`src/rtl/serial_adder_core.sv`:
```
// Bit-serial adder: LSB-first operand bit pairs through one full adder with a registered carry,
// result reassembled into a parallel sum. Define SERIAL_ADDER_SUB_EN to add the sub port (A - B).
module serial_adder_core #(
  parameter int WIDTH = 4
) (
  input  logic             clk,
  input  logic             reset,
  input  logic             start,
  input  logic             bit_valid,
  input  logic             a_bit,
  input  logic             b_bit,
`ifdef SERIAL_ADDER_SUB_EN
  input  logic             sub,
`endif
  output logic             busy,
  output logic             s_bit,
  output logic             s_valid,
  output logic [WIDTH-1:0] sum,
  output logic             cout,
  output logic             done
);

  localparam int CW = (WIDTH > 2) ? $clog2(WIDTH) : 1;
  localparam logic [CW-1:0] LAST_CNT = CW'(WIDTH - 1);

  typedef enum logic [1:0] {
    IDLE = 2'd0,
    RUN  = 2'd1,
    DONE = 2'd2
  } state_t;

  state_t           state_q, state_d;
  logic [CW-1:0]    cnt_q, cnt_d;
  logic             carry_q, carry_d;
  logic [WIDTH-1:0] sr_q, sr_d;
  logic [WIDTH-1:0] sum_q, sum_d;
  logic             cout_q, cout_d;
  logic             s_bit_q, s_bit_d;
  logic             s_valid_q, s_valid_d;
  logic             sub_q;
  logic             sub_in;
  logic             b_eff, s_calc, c_calc;

`ifdef SERIAL_ADDER_SUB_EN
  assign sub_in = sub;

  always_ff @(posedge clk) begin
    if (reset) begin
      sub_q <= 1'b0;
    end else if (state_q == IDLE && start) begin
      sub_q <= sub;
    end
  end
`else
  assign sub_in = 1'b0;
  assign sub_q  = 1'b0;
`endif

  // One full adder; inverting B and seeding carry with sub_q gives A + ~B + 1.
  assign b_eff  = b_bit ^ sub_q;
  assign s_calc = a_bit ^ b_eff ^ carry_q;
  assign c_calc = (a_bit & b_eff) | (a_bit & carry_q) | (b_eff & carry_q);

  always_ff @(posedge clk) begin
    if (reset) begin
      state_q   <= IDLE;
      cnt_q     <= '0;
      carry_q   <= 1'b0;
      sr_q      <= '0;
      sum_q     <= '0;
      cout_q    <= 1'b0;
      s_bit_q   <= 1'b0;
      s_valid_q <= 1'b0;
    end else begin
      state_q   <= state_d;
      cnt_q     <= cnt_d;
      carry_q   <= carry_d;
      sr_q      <= sr_d;
      sum_q     <= sum_d;
      cout_q    <= cout_d;
      s_bit_q   <= s_bit_d;
      s_valid_q <= s_valid_d;
    end
  end

  always_comb begin
    state_d   = state_q;
    cnt_d     = cnt_q;
    carry_d   = carry_q;
    sr_d      = sr_q;
    sum_d     = sum_q;
    cout_d    = cout_q;
    s_bit_d   = s_bit_q;
    s_valid_d = 1'b0;
    case (state_q)
      IDLE: begin
        if (start) begin
          state_d = RUN;
          cnt_d   = '0;
          carry_d = sub_in;
        end
      end
      RUN: begin
        if (bit_valid) begin
          carry_d   = c_calc;
          sr_d      = {s_calc, sr_q[WIDTH-1:1]};
          s_bit_d   = s_calc;
          s_valid_d = 1'b1;
          if (cnt_q == LAST_CNT) begin
            // Latch the result on the final accept so it is already valid in DONE.
            state_d = DONE;
            sum_d   = {s_calc, sr_q[WIDTH-1:1]};
            cout_d  = c_calc;
          end else begin
            cnt_d = cnt_q + 1'b1;
          end
        end
      end
      DONE: begin
        state_d = IDLE;
      end
      default: begin
        state_d = IDLE;
      end
    endcase
  end

  assign busy    = (state_q == RUN);
  assign done    = (state_q == DONE);
  assign s_bit   = s_bit_q;
  assign s_valid = s_valid_q;
  assign sum     = sum_q;
  assign cout    = cout_q;

endmodule

```
`config.mk`:
```
export PLATFORM = sky130hd
export DESIGN_NAME = serial_adder_core
export DESIGN_NICKNAME = d
export VERILOG_FILES = /design/src/rtl/serial_adder_core.sv
export SDC_FILE = /design/constraint.sdc
export NUM_CORES = 1
export LEC_CHECK = 0
export CAP_MARGIN = 0
export CORE_MARGIN = 3
export CORE_UTILIZATION = 45
export CTS_CLUSTER_DIAMETER = 60
export DETAILED_ROUTE_END_ITERATION = 12
export PLACE_DENSITY = 0.76
export SLEW_MARGIN = 20
export SYNTH_ARGS = -nofsm -noshare
export SYNTH_HDL_FRONTEND = slang
export SYNTH_SLANG_ARGS = --single-unit
```
`constraint.sdc`:
```
create_clock -name clk -period 1.6 [get_ports clk]
set_clock_uncertainty 0.2 [all_clocks]
set_input_delay 0.24 -clock clk [delete_from_list [all_inputs] [get_ports clk]]
set_output_delay 0.24 -clock clk [all_outputs]
set_load 0.05 [all_outputs]
```
* Yosys cells after proc, flatten, opt, wreduce, memory -nomap -nowiden
Index checks and enable logic that the tools add are counted.
Operators by class: add/subtract/negate cells 1, reduce and logical (&&, ||, !) cells 8, multiplexer cells 12, bitwise logic cells 8, equality and inequality tests 7
Operator list (count):
- two-way mux 2 bit | 6
- AND reduction 3 bit | 3
- case mux 2 bit (2 select lines) | 2
- != test 2 bit (second input constant) | 3
- equality test 2 bit (second input constant) | 2
- AND reduction 4 bit | 1
- AND 1 bit | 3
- two-way mux 1 bit | 3
- adder 2 x 1 -> 2 bit (second input constant) | 1
- equality test 2 x 1 -> 1 bit (second input constant) | 1
- logical NOT 2 bit | 1
- != test 2 x 1 -> 1 bit (second input constant) | 1
- OR 1 bit | 2
- case mux 1 bit (2 select lines) | 1
- AND reduction 2 bit | 1
- nonzero test 2 bit | 1
- OR reduction 2 bit | 1
- XOR 1 bit | 2
- NOT 1 bit | 1
Storage, ports and cells: input port bits 6, logic and storage cells 44, output and inout bits 9, register bits 16

* Logic depth before layout (Yosys ltp)
depth after elaboration 5, depth in mapped cells 4, mapped depth without buffers 4

* Worst setup path after synthesis
OpenSTA, ideal clock, no wires.
kind register -> register, start point register state_q[0], end point register cnt_q[1], slack -0.154 ns, cell stages (with the launch flop) 5, required time 1.330 ns, clock period less this slack 1.754 ns, library setup time 0.070 ns, buffers on the path 1, arrival 1.484 ns, cells stage by stage dfxtp_1 -> buf_4 -> nor2b_1 -> nand3_1 -> a21oi_1
On the way: cells in the longest elaborated chain, start to end 3, elaborated cells on any way between the ends 8, classes of those cells eq/ne: 4; mux: 1; reduce/logical: 3
RTL lines:
- start: declaration | line 32 | state_t state_q, state_d;
- start signal: assignment | line 75 | state_q <= state_d;
- equality test 2 x 1 -> 1 bit *
- via busy | line 15 | output logic busy,
- != test 2 bit (no source line) / nonzero test 2 bit (equally long branches)
- AND reduction 4 bit (no source line)
- end signal: assignment | line 76 | cnt_q <= cnt_d;
- end: declaration | line 33 | logic [CW-1:0] cnt_q, cnt_d;
Mark *: on every way through the listed nets, which the timed path passes. The rest lies on a longest branch. A chain may end at the register's enable or synchronous reset.

* Worst setup path after layout
start point register state_q[0], end point output busy
On the way: cells in the longest elaborated chain, start to end 1
RTL lines:
- equality test 2 x 1 -> 1 bit | line 128 | assign busy = (state_q == RUN);
- end: declaration | line 15
Every way passes these cells.

==> metrics.md <==
| Metric | Value |
|---|---|
| Fin util | 77.7% |
| IO buf count | 14 |
| Synth top area share | 46.7% |
| DRT iter0 DRCs | 6 |
| Leading cell type in the layout, fill and taps excluded | dfxtp_1 |
| Flop pwr share | 56.2% |
| Placed insts | 87 |
| GRT Residual Overflow | 0 |
| Post-Synthesis Cells | 56 |
| Worst VDD drop | 563 uV |
| Sw frac | 24.3% |
| Power share of the clock group | 29.4% |
| Post-DP Area | 877 sq um |
| DRC Markers | 0 |
| Status | completed |
| Pin count of the biggest net entering global routing | 9 |
| Yosys warning count | 0 |
| H-tree level count | 1 |
| Min-Delay Path Class | flip-flop to flip-flop |
| Clock Tree Buf Depth | 2 |
| Cell taking the most area after synthesis | dfxtp_1 |
| Post-DP HPWL | 918 um |
| CTS Sinks | 14 |
| Final Setup Violations | 0 |
| Routed WL | 1250 um |
| Slew @ Worst Pin | 0.245 ns |
| Worst path slowest cell | dfxtp_2 |
| Router iterations before antenna repair | 4 |
| Rel. slew slack | 83.6% |
| CTS tree | yes |
| Post-synthesis net count | 64 |
| FF+latch area | 283 sq um |
| CP endpoint kind | output port |
| First-pass GRT wire length | 2120 um |
| Finished Layout Cells | 90 |
| Seq/Total Area, Yosys | 46.7% |
| Root buf cell | clkbuf_4 |
| Vias in the first global route | 482 |
| RSZ-0062 raised after global routing | false |
| Most frequent cells in the layout | dfxtp_1, nor2_1, mux2i_1, buf_12 |
| Clk_lat worst skew | 0.27 ns |
| Vert. Die Dim | 42.5 um |
| Final net count | 86 |
| Ant diodes | 0 |
| Final GP Congestion | 0.751 |
| Design Area, Final | 910 sq um |
| Core Region | 1170 sq um |
| Clock transition at path regs | 0.08 ns |
| Delay-heaviest family, CP | flip-flops |
| DR WL/cell | 13.8 um |
| CP bufs+invs | 1 |
| Vias/cell | 5.23 |
| Row cnt | 12 |
| Fin. max-slew vios | 0 |
| Multi-input combinational cell area | 319 sq um |
| Crit share post-route | 95.5% |
| Initial antenna violation count | 0 |
| Startpoint type of the worst setup path | flip-flop |
| Cells along the critical path | nor2b_4 -> buf_12 |
| Area growth syn-to-layout | 51.5% |
| Hold Vio Cnt, Final | 0 |
| Via count | 471 |
| Top cells by area, synth | dfxtp_1, mux2i_1, nor2_1 |
| Biggest fanout along the worst timing path | 8 |
| Hold Slack | 0.288 ns |
| CTS buffer count | 3 |
| Worst EP required | 1.16 ns |
| Initial Util | 51.3% |
| P_leak | 0.427 nW |
| Die area | 1810 sq um |
| Ratio of cells with drive above 1 in the final layout | 31.6% |
| Synth Area per Inst | 10.7 sq um |
| Combinational power share | 14.4% |
| Antenna-violating nets left | 0 |
| NetSw | 159 uW |
| Total track usage | 15.7% |
| Cell Pwr Density | 717 nW/um^2 |
| Total of max-cap violations | 0 |
| Max stage delay on crit path | 0.45 ns |
| Flip-flop and latch count after synthesis | 14 |
| Int Power | 493 uW |
| Min Clock Period, post-route | 1.53 ns |
| Max Clk Rate | 654 MHz |
| Distinct cell type count after synthesis | 22 |
| Post-CTS setup buffers | 0 |
| Boundary Pins | 15 |
| Crit path kind | flip-flop to output port |
| Number of filler cells placed in the layout | 73 |
| Die width | 42.5 um |
| CP Data Arrival Time | 1.09 ns |
| Mapped cell area | 601 sq um |
[worst paths after layout]
check	start	to	slack [ns]	depth (start not counted)
worst max-delay path	state_q[0]	busy	0.07	2
worst min-delay path	cnt_q[1]	cnt_q[1]	0.29	2
worst max register to register	cnt_q[0]	sum[2]	0.13	4
worst min register to register	cnt_q[1]	cnt_q[1]	0.29	2
[layer usage]
layer,vias up,GRT usage (%),wire [um]
li1,240,-,-
met1,215,18.2,518
met2,16,25.5,647
met3,0,7.30,79
met4,0,4.35,0
met5,-,0,0
[through the flow]
stage               setup slack [ns]  total power, mW  TNS, ns
finish                        0.0715            0.652        0
detailed placement            -0.141            0.466   -0.572
floorplan                     0.0192            0.416        0
CTS                           0.0450            0.657        0
global placement             -0.0682            0.463   -0.295
global route                  0.0219            0.682        0
[registers in the layout, summed over array words and instances, names as in the netlist]
name     count
state_q      2
sum          4
cnt_q        2
cout         1
s_valid      1
sr_q         3
carry_q      1
[cells by family (layout without fill, tap and decap cells)]
| logic type | count (synthesis) | after routing | share of synthesized area [%] |
|---|---|---|---|
| compound gates | 6 | 6 | 7.50 |
| fa+ha+maj | 2 | 2 | 5.42 |
| buf+inv | 2 | 22 | 1.87 |
| flops | 14 | 14 | 46.7 |
| mux | 9 | 9 | 15.0 |
| simple gates | 23 | 23 | 23.5 |
[worst reg2reg max path: cells and delay by family, from the launching register on]
family / cells / cell delay, ns
mux: 1 / 0.22
fa+ha+maj: 1 / 0.29
flops: 1 / 0.39
simple gates: 2 / 0.28
[area by class of cell]
class                   instances  area share (%)
multi-input cells              40            35.1
flip-flops and latches         14            31.1
repair buffers                 19            29.4
clock buffers                   3            2.48
well taps                      14            1.93
[power groups by stage]
stage	Clock, mW	Sequential [mW]	Combinational [mW]
final	0.191	0.366	0.0941
after global placement	0	0.373	0.0904
after CTS	0.199	0.366	0.0926
after detailed placement	0	0.373	0.0924
after floorplan	0	0.374	0.0412
after global routing	0.214	0.367	0.101
[synthesized netlist by cell type, drive strengths merged]
cell,count
a311oi,1
ha,1
nor2b,2
clkbuf,1
nand3,1
and2b,1
buf,1
mux2i,9
a21oi,1
o21bai,1
o221ai,1
fa,1
nand4b,2
nand3b,3
o21ai,1
nor2,11
nand2,1
a31oi,1
dfxtp,14
nand2b,2
[what timing repair did]
| action | CTS | global route |
|---|---|---|
| resized for setup | 2 | 2 |
| setup endpoints to repair | 2 | 1 |
| gates cloned | 0 | 0 |
| hold buffers | 0 | 0 |
No activity file was read; power rests on OpenSTA's default activity.
